**config.mk**
```make
export PLATFORM = sky130hd
export DESIGN_NAME = sir_regfile
export DESIGN_NICKNAME = d
export VERILOG_FILES = /design/src/rtl/sir_regfile_pkg.sv /design/src/rtl/sir_irq_bank.sv /design/src/rtl/sir_regfile.sv
export SDC_FILE = /design/constraint.sdc
export NUM_CORES = 1
export LEC_CHECK = 0
export ABC_AREA = 1
export BUFFER_PORTS_ARGS = -buffer_cell sky130_fd_sc_hd__clkbuf_2
export CORE_MARGIN = 2
export CORE_UTILIZATION = 45
export DETAILED_ROUTE_END_ITERATION = 6
export PLACE_DENSITY = 0.74
export SYNTH_ARGS = -nofsm -noshare
export SYNTH_HDL_FRONTEND = slang
export SYNTH_SLANG_ARGS = --single-unit
```
**constraint.sdc**
```tcl
create_clock -name clk -period 6.09 [get_ports clk]
set_clock_uncertainty 0.05 [all_clocks]
set_input_delay 0.9135 -clock clk [delete_from_list [all_inputs] [get_ports clk]]
set_output_delay 0.9135 -clock clk [all_outputs]
set_load 0.05 [all_outputs]
```
**src/rtl/sir_regfile_pkg.sv**
```systemverilog
// Shared definitions for the sir_regfile CSR responder: register offsets,
// the unmapped-read pattern, FSM state encoding and the error counter width.
package sir_regfile_pkg;

    localparam logic [7:0] OFF_VERSION   = 8'h00;
    localparam logic [7:0] OFF_SCRATCH   = 8'h04;
    localparam logic [7:0] OFF_CTRL      = 8'h08;
    localparam logic [7:0] OFF_STATUS    = 8'h0C;
    localparam logic [7:0] OFF_IRQ_STAT  = 8'h10;
    localparam logic [7:0] OFF_IRQ_EN    = 8'h14;
    localparam logic [7:0] OFF_TIMESTAMP = 8'h18;
    localparam logic [7:0] OFF_ERR_CNT   = 8'h1C;

    localparam logic [31:0] UNMAPPED_RDATA = 32'hDEAD_BEEF;

    localparam int ERR_W = 16;
    localparam logic [ERR_W-1:0] ERR_MAX = '1;

    typedef enum logic [3:0] {
        ST_IDLE  = 4'b0001,
        ST_LATCH = 4'b0010,
        ST_RESP  = 4'b0100,
        ST_HOLD  = 4'b1000
    } sir_state_e;

endpackage

```
**src/rtl/sir_irq_bank.sv**
```systemverilog
// Interrupt status (W1C, set-wins) and enable registers with a registered
// interrupt level output.
module sir_irq_bank #(
    parameter int IRQ_W = 8
) (
    input  logic             clk,
    input  logic             rst,
    input  logic [IRQ_W-1:0] irq_src,
    input  logic             stat_we,
    input  logic             en_we,
    input  logic [IRQ_W-1:0] wdat,
    output logic [IRQ_W-1:0] irq_stat,
    output logic [IRQ_W-1:0] irq_en,
    output logic             irq
);

    logic [IRQ_W-1:0] stat_d, stat_q;
    logic [IRQ_W-1:0] en_d, en_q;
    logic             irq_d, irq_q;

    always_comb begin
        stat_d = stat_q;
        if (stat_we) begin
            stat_d = stat_q & ~wdat;
        end
        // A set pulse in the same cycle as a clear keeps the bit set.
        stat_d = stat_d | irq_src;
        en_d   = en_we ? wdat : en_q;
        irq_d  = |(stat_q & en_q);
    end

    always_ff @(posedge clk or posedge rst) begin
        if (rst) begin
            stat_q <= '0;
            en_q   <= '0;
            irq_q  <= 1'b0;
        end else begin
            stat_q <= stat_d;
            en_q   <= en_d;
            irq_q  <= irq_d;
        end
    end

    assign irq_stat = stat_q;
    assign irq_en   = en_q;
    assign irq      = irq_q;

endmodule

```
**src/rtl/sir_regfile.sv**
```systemverilog
// Register-bank responder for one 256-byte sir_* CSR window. Each sir_sel
// assertion yields exactly one access. Optional counter: SIR_REGFILE_TIMESTAMP_EN.
module sir_regfile
    import sir_regfile_pkg::*;
#(
    parameter logic [31:0] BASE_ADDR = 32'h0000_0000,
    parameter logic [31:0] VERSION   = 32'h0001_0000,
    parameter int          IRQ_W     = 8
) (
    input  logic             clk,
    input  logic             rst,
    input  logic             sir_sel,
    input  logic [31:0]      sir_addr,
    input  logic             sir_read,
    input  logic [31:0]      sir_wdat,
    output logic [31:0]      sir_rdat,
    output logic             sir_dack,
    input  logic [31:0]      sts_in,
    input  logic [IRQ_W-1:0] irq_src,
    output logic [15:0]      ctrl_out,
    output logic             irq
);

    sir_state_e  state_q;
    logic        dack_q;
    logic [31:2] addr_q;
    logic        read_q;
    logic [31:0] wdat_q;

    // Access sequencer; the address/data are captured once in IDLE so a long
    // sir_sel cannot retrigger until it has been seen low.
    always_ff @(posedge clk or posedge rst) begin
        if (rst) begin
            state_q <= ST_IDLE;
            dack_q  <= 1'b0;
            addr_q  <= '0;
            read_q  <= 1'b0;
            wdat_q  <= '0;
        end else begin
            dack_q <= (state_q == ST_RESP);
            case (state_q)
                ST_IDLE: begin
                    if (sir_sel) begin
                        addr_q  <= sir_addr[31:2];
                        read_q  <= sir_read;
                        wdat_q  <= sir_wdat;
                        state_q <= ST_LATCH;
                    end
                end
                ST_LATCH: state_q <= ST_RESP;
                ST_RESP:  state_q <= ST_HOLD;
                ST_HOLD: begin
                    if (!sir_sel) begin
                        state_q <= ST_IDLE;
                    end
                end
                default:  state_q <= ST_IDLE;
            endcase
        end
    end

    logic [7:0]       off;
    logic             base_hit;
    logic             hit;
    logic             commit;
    logic             wr_en;
    logic [31:0]      rd_mux;
    logic [31:0]      scratch_d, scratch_q;
    logic [15:0]      ctrl_d, ctrl_q;
    logic [ERR_W-1:0] err_d, err_q;
    logic [31:0]      rdat_d, rdat_q;
    logic [IRQ_W-1:0] irq_stat;
    logic [IRQ_W-1:0] irq_en;
    logic [31:0]      ts_val;

`ifdef SIR_REGFILE_TIMESTAMP_EN
    logic [31:0] ts_d, ts_q;

    always_comb begin
        ts_d = ts_q + 32'd1;
    end

    always_ff @(posedge clk or posedge rst) begin
        if (rst) begin
            ts_q <= '0;
        end else begin
            ts_q <= ts_d;
        end
    end

    assign ts_val = ts_q;
`else
    assign ts_val = '0;
`endif

    always_comb begin
        off      = {addr_q[7:2], 2'b00};
        base_hit = (addr_q[31:8] == BASE_ADDR[31:8]);
        hit      = base_hit && (off < 8'h20);
        commit   = (state_q == ST_LATCH);
        wr_en    = commit && !read_q && hit;

        rd_mux = UNMAPPED_RDATA;
        if (hit) begin
            rd_mux = '0;
            case (off)
                OFF_VERSION:   rd_mux = VERSION;
                OFF_SCRATCH:   rd_mux = scratch_q;
                OFF_CTRL:      rd_mux[15:0] = ctrl_q;
                OFF_STATUS:    rd_mux = sts_in;
                OFF_IRQ_STAT:  rd_mux[IRQ_W-1:0] = irq_stat;
                OFF_IRQ_EN:    rd_mux[IRQ_W-1:0] = irq_en;
                OFF_TIMESTAMP: rd_mux = ts_val;
                OFF_ERR_CNT:   rd_mux[ERR_W-1:0] = err_q;
                default:       rd_mux = UNMAPPED_RDATA;
            endcase
        end

        scratch_d = (wr_en && off == OFF_SCRATCH) ? wdat_q : scratch_q;
        ctrl_d    = (wr_en && off == OFF_CTRL) ? wdat_q[15:0] : ctrl_q;
        rdat_d    = (commit && read_q) ? rd_mux : rdat_q;

        err_d = err_q;
        if (commit && !hit) begin
            if (err_q != ERR_MAX) begin
                err_d = err_q + 1'b1;
            end
        end else if (wr_en && off == OFF_ERR_CNT) begin
            err_d = '0;
        end
    end

    always_ff @(posedge clk or posedge rst) begin
        if (rst) begin
            scratch_q <= '0;
            ctrl_q    <= '0;
            err_q     <= '0;
            rdat_q    <= '0;
        end else begin
            scratch_q <= scratch_d;
            ctrl_q    <= ctrl_d;
            err_q     <= err_d;
            rdat_q    <= rdat_d;
        end
    end

    sir_irq_bank #(
        .IRQ_W(IRQ_W)
    ) u_irq_bank (
        .clk      (clk),
        .rst      (rst),
        .irq_src  (irq_src),
        .stat_we  (wr_en && off == OFF_IRQ_STAT),
        .en_we    (wr_en && off == OFF_IRQ_EN),
        .wdat     (wdat_q[IRQ_W-1:0]),
        .irq_stat (irq_stat),
        .irq_en   (irq_en),
        .irq      (irq)
    );

    assign sir_rdat = rdat_q;
    assign sir_dack = dack_q;
    assign ctrl_out = ctrl_q;

endmodule

```
# [Word level (Yosys, flattened, before mapping)]
# Index checks and enable logic that the tools add are counted.
[totals] out_inout_bits=50 register_bits=181
[classes] n_eq_ne=15 addsub=1 muxes=11 n_lt_le_gt_ge=1 bitwise=4 n_reduce_logical=22
[ops] op="case mux 16 bit (4 select lines)" count=1
[ops] op="case mux 8 bit (7 select lines)" count=1
[ops] op="2-to-1 mux 16 bit" count=3
[ops] op="case mux 8 bit (5 select lines)" count=1
[ops] op="2-to-1 mux 32 bit" count=1
[ops] op="== test 6 x 3 -> 1 bit, second input constant" count=4
[ops] op="logical NOT 24 bit" count=1
[ops] op="adder 16 x 1 -> 16 bit, second input constant" count=1
[ops] op="bitwise AND 8 bit" count=2
[ops] op="inequality test 16 bit, second input constant" count=1
[ops] op="case mux 4 bit (4 select lines)" count=1
[ops] op="== test 6 x 2 -> 1 bit, second input constant" count=2
[ops] op="logical AND 1 bit" count=10
[ops] op="< comparator 8 x 6 -> 1 bit, second input constant" count=1
[ops] op="2-to-1 mux 4 bit" count=2
[ops] op="2-to-1 mux 8 bit" count=1
[ops] op="NOT 8 bit" count=1
[ops] op="OR 8 bit" count=1
[ops] op="OR reduction 8 bit" count=1
[ops] op="== test 6 x 1 -> 1 bit, second input constant" count=1
[ops] op="logical NOT 6 bit" count=1
[ops] op="AND reduction 2 bit" count=3
[ops] op="OR reduction 5 bit" count=1
[ops] op="== test 4 x 1 -> 1 bit, second input constant" count=1
[ops] op="other kinds (9)" count=11

# [Logic depth before layout (Yosys ltp)]
[depth] ltp_word=6 depth_mapped=11 mapped_depth_nobuf=10

# [Modules after synthesis]
# Synthesis repeated with hierarchy kept, for this count alone.
[hier_totals] cells_unflattened=1014 area_unflattened_um2=8727.1
[by_module_without_submodules] mod="sir_regfile" cells_per_inst=939 area_each_um2=8035.2 seq_area_each_um2=4105.2 n_inst=1
[by_module_without_submodules] mod="sir_irq_bank" cells_per_inst=75 area_each_um2=691.9 seq_area_each_um2=425.4 n_inst=1

# [Worst setup path before layout]
# No wires, ideal clock.
[synth_path] path_kind="in2reg" start="input sir_sel" end="register addr_q[14] in the netlist's numbering" setup_time_ns=0.125 n_path_buf=1 arrival_ns=1.766 path_slack_ns=4.149 path_stages=4 required_ns=5.915 cell_sequence="inv_1 nor2_2 buf_2 mux2_2"
[synth_between] elab_chain_len=1
[synth_rtl] element="from (decl)" line="sir_regfile.sv:12" source="input logic sir_sel,"
[synth_rtl] element="AND reduction 2 bit (no line)"
[synth_rtl] element="to (signal assigned)" line="sir_regfile.sv:44" source="addr_q <= sir_addr[31:2];"
[synth_rtl] element="to (decl)" line="sir_regfile.sv:26" source="logic [31:2] addr_q;"
# No other way between the ends.
# A chain may end at the register's enable or synchronous reset.

# [Final worst setup path]
[layout_path] start="register addr_q[5] in the netlist's numbering" end="register ctrl_q[15], in the netlist ctrl_out[15]"
[layout_between] elab_chain_len=4 word_cells_on_any_way=5 classes_between="order compare: 1; eq/ne: 1; reduce/logical: 3"
[layout_rtl] element="< comparator 8 x 6 -> 1 bit" line="sir_regfile.sv:99" source="hit = base_hit && (off < 8'h20);"
[layout_rtl] element="logical AND 1 bit" line="sir_regfile.sv:99"
[layout_rtl] element="logical AND 1 bit" line="sir_regfile.sv:101" source="wr_en = commit && !read_q && hit;"
[layout_rtl] element="logical AND 1 bit (*)" line="sir_regfile.sv:120" source="ctrl_d = (wr_en && off == OFF_CTRL) ? wdat_q[15:0] : ctrl_q;"
[layout_rtl] element="to (signal assigned)" line="sir_regfile.sv:141" source="ctrl_q <= ctrl_d;"
[layout_rtl] element="to (decl)" line="sir_regfile.sv:69" source="logic [15:0] ctrl_d, ctrl_q;"
# Every way passes the cells marked *; elsewhere a longest branch is shown, timed or not.

==> impl_metrics.ini <==
[place]
dpl.hpwl_mm = 15.6
io_buffers = 155
dp.cells = 1370
gp_congestion = 0.890
place_area_um2 = 9370

[routing]
ant_nets = 0
wl_mm = 22.1
first_pass_iters = 5
post-route-drc-count = 0
wl_per_cell_um = 15.8
via_count = 7334
drtIter0Drc = 774
via_per_inst = 5.23

[power]
powerDensity_nw_per_um2 = 437
ir_drop_uv = 220
finalPower_mw = 4.36
p_leak_nw = 5.07

[critical_path]
critical_path.top_delay_family = simple AND/OR/NAND/NOR gates
endpoint_kind = flip-flop
crit_slowest_cell = nand3_2
r2r-start = addr_q[5]
critPathMaxStageDelay_ps = 710
crit_path_cell_trace = nor2_1, nand2_1, nor2_2, nand3_2, nand2_1, o21ai_1
path_buf_inv = 0
cp_common_cell = nand2_1
cp_max_fo = 32
arrival_ps = 3330
path_class = flip-flop to flip-flop
worstSetupStartpoint = addr_q[5]
worstPathRequired_ps = 6340
cp-start-kind = flip-flop

[cells_and_area]
nNetsFinal = 1264
final_common_cell = nand2_1
antenna_cells = 0
n_fill_cell = 1723
drive_gt1_frac = 0.200
stdcell_count = 1401
synthToLayoutAreaGrowth_pct = 17.9
fin_area_um2 = 9980
final_cell_mix = nand2_1, dfrtp_1, clkbuf_2

[die]
dieWidth_um = 141
num_rows = 50
coreArea_um2 = 18600
dieArea_um2 = 19900
die_h_um = 141
start_util = 0.456
pin_count = 158

[timing]
period_needed_ps = 3090
relSlewSlack = 0.259
hold_ws_ps = 431
setup_tns_ps = 0
finalMaxSlewViolations = 0
rsz0062_at_grt = false
max_freq_ghz = 0.324
hold_viol_final = 0
setup_violations = 0
post-route-period-util = 0.507
tightest_slew_ps = 1110

[global_routing]
gr-usage-all-layers = 0.229
grt-ovfl-total = 0
grt_pass1_vias = 6829
antenna_found_initial = 0
grt_pass1_wl_mm = 35.7
grt_max_degree = 65

[synthesis]
async_reset_ff_frac = 1.00
synth_area_um2 = 8470
yosys_warnings = 0
synthDistinctLibCells = 35
syn_avg_cell_area_um2 = 8.29
syn-num-nets = 1130
ys_seq_area_frac = 0.535
synth_ff_type = dfrtp_1
syn-instance-count = 1021
synth_edf_count = 0
ys_ff_latch = 181

[cts]
clk_pin_slew_ps = 70
clockBufferDepth = 2
clock_sinks = 181
cts_buffers = 17
cts_tree = yes
cts_setup_buffers = 0
cts_max_level = 4
cts-resized-gates = 0
postCtsHoldBufs = 0
clk_latency_ps = 440
cts_root_buf = clkbuf_16

[run_status]
status = finished clean

[worst_hold_path]
hp-start = sir_rdat[29]
hold_path_class = flip-flop to flip-flop

[job]
maxCapViolCount = 0
## final timing paths
path | cells after the start | slack (ps) | endpoint
setup reg to reg | 6 | 3000 | ctrl_out[15]
hold / removal | 2 | 430 | sir_rdat[29]
max in group asynchronous | 3 | 4280 | sir_rdat[18]
setup / recovery | 6 | 3000 | ctrl_out[15]
hold reg to reg | 2 | 430 | sir_rdat[29]
min in group asynchronous | 2 | 480 | addr_q[16]
## synthesized netlist by cell type (2+ instances only)
cell,count,area (µm²)
nand4_1,34,213
inv_1,96,360
dfrtp_1,180,4500
nor2_2,5,31.3
buf_2,23,115
a221oi_1,2,17.5
buf_1,3,11.3
a22o_1,5,43.8
xnor2_1,5,43.8
buf_4,2,15.0
a21oi_1,14,70.1
nand3_1,66,330
clkbuf_1,16,60.1
o21ai_0,56,280
nor2_4,2,22.5
nor2_1,82,308
o21ai_1,48,240
nand3_2,5,50.1
nand2_1,315,1180
or2_2,3,18.8
nand3b_1,13,97.6
xor2_1,6,52.6
mux2_2,18,203
o21a_1,10,75.1
inv_2,2,7.51
## flip-flops by register name, summed over array words and instances, names as in the netlist
| register | cells |
|---|---|
| addr_q | 30 |
| ctrl_out | 16 |
| err_q | 16 |
| read_q | 1 |
| scratch_q | 32 |
| sir_dack | 1 |
| sir_rdat | 32 |
| state_q | 4 |
| u_irq_bank.irq | 1 |
| u_irq_bank.irq_en | 8 |
| u_irq_bank.irq_stat | 8 |
| wdat_q | 32 |
## worst min-delay path, stage by stage (launching register included)
cell and delay [ps]:
dfrtp_1 340, nand2_1 50, nand2_1 50
## area by class of cell
class                   count  area [µm²]  area share
clock inverters            13         170      0.0170
multi-input cells         696        3360       0.337
repair buffers            160         813      0.0815
well taps                 234         293      0.0293
clock buffers              18         439      0.0440
inverters                  99         377      0.0377
flip-flops and latches    181        4530       0.454
## per-layer routing
metal  up-vias  GRT usage  routed length, µm
met3        42     0.0526               1650
met4         0     0.0795                601
li1       3564          -                  -
met5         -          0                  0
met2       292      0.351               9950
met1      3436      0.323               9880
## logic make-up (layout without fill, tap and decap cells)
logic type,after synthesis,after routing,synth area share
simple gates,530,530,0.272
flops,181,181,0.535
buf+inv,144,290,0.0690
compound gates,136,136,0.0868
mux,18,18,0.0239
xor+xnor,11,11,0.0114
fa+ha+maj,1,1,0.00148
## power breakdown
| group | switching, mW | leakage [nW] | internal, mW |
|---|---|---|---|
| Sequential | 0.191 | 2.27 | 1.54 |
| Combinational | 1.08 | 2.50 | 0.394 |
| Clock | 0.488 | 0.295 | 0.661 |
| Total | 1.76 | 5.07 | 2.60 |
## metrics by stage
step,worst slack (ps),utilization
2_1_floorplan,213,-
3_3_place_gp,3020,0.505
3_5_place_dp,2960,0.505
4_1_cts,3020,0.537
5_1_grt,2770,0.537
6_report,3000,0.537
No activity file was read; power rests on OpenSTA's default activity.
